==> src/rtl/serial_twos_deser.sv <==
// -----------------------------------------------------------------------------
// serial_twos_deser
//
// Deserialises an LSB-first serial bit stream into a W-bit parallel word while
// applying a serial two's complement on the fly: each bit is copied up to and
// including the first 1 of the frame, and inverted after that. Feeding the
// output of a serial complementer through this block therefore recovers the
// original value.
//
// Ports:
//   clk     - single clock, all state updates on the rising edge
//   r       - synchronous active-high reset
//   start   - frame start; din in the same cycle is bit 0 of the frame
//   din     - serial input bit, LSB first, one bit per clock
//   dout    - recovered parallel word (registered, held between dvalid pulses)
//   dvalid  - one-cycle pulse when dout has been updated
//   busy    - high while a frame is being shifted in
//   mag_ovf - high with dvalid when dout is the most-negative value
//   abort   - one-cycle pulse when a frame is restarted before completion
// -----------------------------------------------------------------------------
module serial_twos_deser #(
    parameter int W = 8
) (
    input  logic         clk,
    input  logic         r,
    input  logic         start,
    input  logic         din,
    output logic [W-1:0] dout,
    output logic         dvalid,
    output logic         busy,
    output logic         mag_ovf,
    output logic         abort
);

    localparam int CW = $clog2(W + 1);
    localparam logic [CW-1:0] LAST_IDX = CW'(W - 1);
    localparam logic [W-1:0]  MOST_NEG = {1'b1, {(W-1){1'b0}}};

    typedef enum logic [0:0] {
        IDLE  = 1'b0,
        SHIFT = 1'b1
    } state_t;

    state_t        state_q, state_d;
    logic [CW-1:0] count_q, count_d;
    logic          seen_q,  seen_d;
    logic [W-1:0]  sreg_q,  sreg_d;
    logic [W-1:0]  dout_q,  dout_d;
    logic          dvalid_q, dvalid_d;
    logic          mag_q,   mag_d;
    logic          abort_q, abort_d;

    logic          obit_s;
    logic [W-1:0]  word_s;
    logic          last_s;

    // Complemented bit and the word as it looks once this bit is shifted in.
    // Bits enter at the MSB and move right, so sample k lands at position k
    // after W samples.
    assign obit_s = din ^ seen_q;
    assign word_s = {obit_s, sreg_q[W-1:1]};
    assign last_s = (state_q == SHIFT) && !start && (count_q == LAST_IDX);

    // State and datapath registers with synchronous reset.
    always_ff @(posedge clk) begin
        if (r) begin
            state_q  <= IDLE;
            count_q  <= '0;
            seen_q   <= 1'b0;
            sreg_q   <= '0;
            dout_q   <= '0;
            dvalid_q <= 1'b0;
            mag_q    <= 1'b0;
            abort_q  <= 1'b0;
        end else begin
            state_q  <= state_d;
            count_q  <= count_d;
            seen_q   <= seen_d;
            sreg_q   <= sreg_d;
            dout_q   <= dout_d;
            dvalid_q <= dvalid_d;
            mag_q    <= mag_d;
            abort_q  <= abort_d;
        end
    end

    // Next-state logic: start always (re)enters SHIFT, last bit returns to IDLE.
    always_comb begin
        state_d = state_q;
        case (state_q)
            IDLE: begin
                if (start) begin
                    state_d = SHIFT;
                end else begin
                    state_d = IDLE;
                end
            end
            SHIFT: begin
                if (start) begin
                    state_d = SHIFT;
                end else if (last_s) begin
                    state_d = IDLE;
                end else begin
                    state_d = SHIFT;
                end
            end
            default: state_d = IDLE;
        endcase
    end

    // Datapath and output next values.
    always_comb begin
        count_d  = count_q;
        seen_d   = seen_q;
        sreg_d   = sreg_q;
        dout_d   = dout_q;
        dvalid_d = 1'b0;
        mag_d    = 1'b0;
        abort_d  = 1'b0;
        if (start) begin
            // Bit 0 of a new frame: seen_one is clear, so the bit passes through.
            count_d = CW'(1);
            seen_d  = din;
            sreg_d  = {din, {(W-1){1'b0}}};
            abort_d = (state_q == SHIFT);
        end else if (state_q == SHIFT) begin
            count_d = count_q + CW'(1);
            seen_d  = seen_q | din;
            sreg_d  = word_s;
            if (last_s) begin
                dout_d   = word_s;
                dvalid_d = 1'b1;
                mag_d    = (word_s == MOST_NEG);
            end else begin
                dout_d   = dout_q;
                dvalid_d = 1'b0;
            end
        end else begin
            count_d = count_q;
            seen_d  = seen_q;
        end
    end

    assign dout    = dout_q;
    assign dvalid  = dvalid_q;
    assign busy    = (state_q == SHIFT);
    assign mag_ovf = mag_q;
    assign abort   = abort_q;

endmodule

==> config.mk <==
export PLATFORM = sky130hd
export DESIGN_NAME = serial_twos_deser
export DESIGN_NICKNAME = d
export VERILOG_FILES = /design/src/rtl/serial_twos_deser.sv
export SDC_FILE = /design/constraint.sdc
export NUM_CORES = 1
export LEC_CHECK = 0
export CORE_ASPECT_RATIO = 0.75
export CORE_MARGIN = 2
export CORE_UTILIZATION = 50
export DETAILED_ROUTE_END_ITERATION = 12
export PLACE_DENSITY = 0.76
export SLEW_MARGIN = 30
export SYNTH_ARGS = -nofsm -noshare
export SYNTH_HDL_FRONTEND = slang
export SYNTH_SLANG_ARGS = --single-unit
==> constraint.sdc <==
create_clock -name clk -period 1.6 [get_ports clk]
set_clock_uncertainty 0.05 [all_clocks]
set_input_delay 0.32 -clock clk [delete_from_list [all_inputs] [get_ports clk]]
set_output_delay 0.32 -clock clk [all_outputs]
set_load 0.1 [all_outputs]
==> impl_metrics.csv <==
group,metric,value,unit
sta,tns,0,ps
global_routing,grt_max_degree,21,
placed_design,placed_cells,137,
global_routing,grt.total_usage,19.1,%
sta,worstMarginPinSlew,299,ps
finish,nNetsFinal,128,
power_and_ir_drop,total_power,0.000974,W
global_routing,overflow,0,
drt,drtPass1Iterations,4,
drt,wl_per_cell,13.2,microns
drt,viasPerCell,5.35,
power_and_ir_drop,p_int,0.000741,W
drt,vias,760,
power_and_ir_drop,seq_power_share,63.7,%
power_and_ir_drop,p_per_area,759,nW/um^2
critical_path,crit_arrival,1150,ps
placed_design,dpl-instance-area,1240,sq um
sta,hold_viol,0,
critical_path,crit_path_start_kind,"flop",
global_routing,antenna_found_initial,0,
critical_path,crit_type,"reg -> out",
flow_run,drv_cap,0,
power_and_ir_drop,comb_power_share,10.7,%
die,start_util,54.1,%
logic_synthesis,netlist_area,960,sq um
finish,stdcell_area,1280,sq um
sta,slew_violations,0,
drt,drc_errors,0,
critical_path,r2r_slack,160,ps
logic_synthesis,syn_inst,104,
sta,slew_headroom,80.0,%
drt,final_antenna_net_count,0,
critical_path,worstPathMaxFanout,10,
logic_synthesis,synth_edf_count,0,
logic_synthesis,ys.flop_type,"dfxtp_1",
die,io-pin-count,16,
logic_synthesis,syn_avg_cell_area,9.23,sq um
finish,stdcell_count,142,
logic_synthesis,yosysWarnings,0,
logic_synthesis,post-synth-top-count-cell,"dfxtp_1",
logic_synthesis,synth.yosys.seq_area_share,50.1,%
sta,rsz0062_at_grt,"no",
die,die_y,41.9,microns
run_status,status,"finished, final reports clean",
hold_path,hold_class,"reg -> reg",
power_and_ir_drop,switchingPower,0.000233,W
logic_synthesis,synth_nets,110,
clock_network,cts-htree-levels,1,
clock_network,cts_sinks,24,
sta,fin_crit,1520,ps
logic_synthesis,synth_cell_type_count,23,
clock_network,cts_buffers,3,
placed_design,gp_congestion,0.794,
sta,finalCritPeriodShare,94.9,%
finish,drive_gt1_share,18.3,%
power_and_ir_drop,pwr-share-clk,25.5,%
clock_network,cts.root.buffer_cell,"clkbuf_4",
logic_synthesis,synth_top_area_cell,"dfxtp_1",
die,die_area,2290,sq um
placed_design,port_buffers,15,
clock_network,cts_tree,"done",
clock_network,clock_latency,310,ps
global_routing,grt_pass1_wl,3.16,mm
finish,area_growth,33.6,%
drt,drtIter0Drc,11,
clock_network,cts_max_path_buffers,2,
die,die_w,54.6,microns
critical_path,worstSetupEndpointType,"output pin",
placed_design,place_hpwl,1.31,mm
sta,finalSetupViolCount,0,
logic_synthesis,ys_top_cells_by_area,"dfxtp_1 50%, mux2i_1 8.3%, nor2_1 7.0%",
finish,diodes,0,
sta,fmax,0.659,GHz
critical_path,crit_required,1230,ps
drt,routed_wirelength,1.88,mm
clock_network,clkTransAtPathRegs,110,ps
power_and_ir_drop,power_leakage,0.495,nW
die,num_rows,13,
logic_synthesis,async_reset_ff_share,0,%
die,coreArea,1770,sq um
power_and_ir_drop,p_sw_share,23.9,%
global_routing,first_global_vias,720,
logic_synthesis,synth_top_area_share,50.1,%
logic_synthesis,ys_seq_elements,24,
logic_synthesis,synth_commonest_cells,"24 x dfxtp_1, 18 x nor2_1, 9 x a21oi_1",
power_and_ir_drop,ir_drop,0.651,mV
## final timing paths
| check | from | cells after the start | to |
|---|---|---|---|
| worst max-delay path | busy$_SDFF_PP0_ | 2 | busy |
| worst max register to register | count_q[0]$_SDFFE_PP0P_ | 4 | dout[5]$_SDFFE_PP0P_ |
| worst min register to register | dout[4]$_SDFFE_PP0P_ | 2 | dout[4]$_SDFFE_PP0P_ |
| worst min-delay path | dout[4]$_SDFFE_PP0P_ | 2 | dout[4]$_SDFFE_PP0P_ |
## cell usage in the layout, fill, tap and decap left out, drive strengths merged
cell	synthesis	layout
nand3	1	1
nor2	18	18
nor2b	1	1
o21ai	8	8
clkbuf	3	3
xor2	3	3
nand4	1	1
nand4b	1	1
buf	4	17
clkdlybuf4s50	0	3
or2	1	1
nand2	5	5
nand3b	8	8
o21a	1	1
a211o	1	1
nor4	1	1
a21oi	9	9
dfxtp	24	24
inv	2	2
mux2i	8	8
nor3	1	1
ha	2	2
and4b	1	1
## power groups by stage
stage | clock [W] | sequential [W] | combinational [W]
CTS | 0.000265 | 0.000620 | 0.000105
finish | 0.000249 | 0.000620 | 0.000105
global placement | 0 | 0.000634 | 0.000101
floorplan | 0 | 0.000646 | 0.0000583
global route | 0.000281 | 0.000623 | 0.000114
detailed placement | 0 | 0.000634 | 0.000104
## sequential cells by signal, summed over array words and instances, names as in the netlist
| signal | flops |
|---|---|
| dout | 8 |
| sreg_q | 7 |
| count_q | 4 |
| abort | 1 |
| busy | 1 |
| dvalid | 1 |
| mag_ovf | 1 |
| seen_q | 1 |
## final cells by class
class                      count  area, sq um
multi-input combinational     71          433
inverter                       2         7.51
tap                           22         27.5
fill                         134          490
timing repair buffer          20          308
clock buffer                   3         22.5
sequential                    24          484
## worst max-delay path, stage by stage, from the launching register on
cell     delay (ps)
dfxtp_4         440
buf_4           220
buf_12          190
## what timing repair did
item | 4_1_cts | 5_1_grt
buffers inserted | 0 | 2
hold buffers | 0 | 0
endpoints found under the setup margin | 1 | 8
resized for setup | 1 | 0
## stage by stage
stage	setup slack [ps]	hold WS (ps)	utilization, %
finish	82.2	472	72.3
global route	18.7	507	72.3
CTS	63.0	477	71.5
detailed placement	0.777	459	70.1
global placement	28.2	451	70.1
floorplan	56.9	339	-
## per-layer routing
| metal | routed length, microns | part of all wire (%) | track usage, % | vias up |
|---|---|---|---|---|
| met5 | 0 | 0 | 0 | - |
| met4 | 9 | 0.48 | 3.00 | 0 |
| met3 | 71 | 3.8 | 7.55 | 2 |
| met2 | 885 | 47 | 29.5 | 12 |
| met1 | 909 | 48 | 25.4 | 357 |
| li1 | - | - | - | 389 |
## cells by family (layout without fill, tap and decap cells)
| logic type | Yosys count | count (layout) | share of synthesized area [%] |
|---|---|---|---|
| multiplexers | 8 | 8 | 8.34 |
| flip-flops | 24 | 24 | 50.1 |
| AND/OR/NAND/NOR | 39 | 39 | 20.9 |
| XOR/XNOR | 3 | 3 | 2.74 |
| adder cells (fa/ha/maj) | 2 | 2 | 2.61 |
| AO/OA/AOI/OAI | 19 | 19 | 10.6 |
| buffers and inverters | 9 | 25 | 4.82 |
Power figures use the tool's default switching activity.
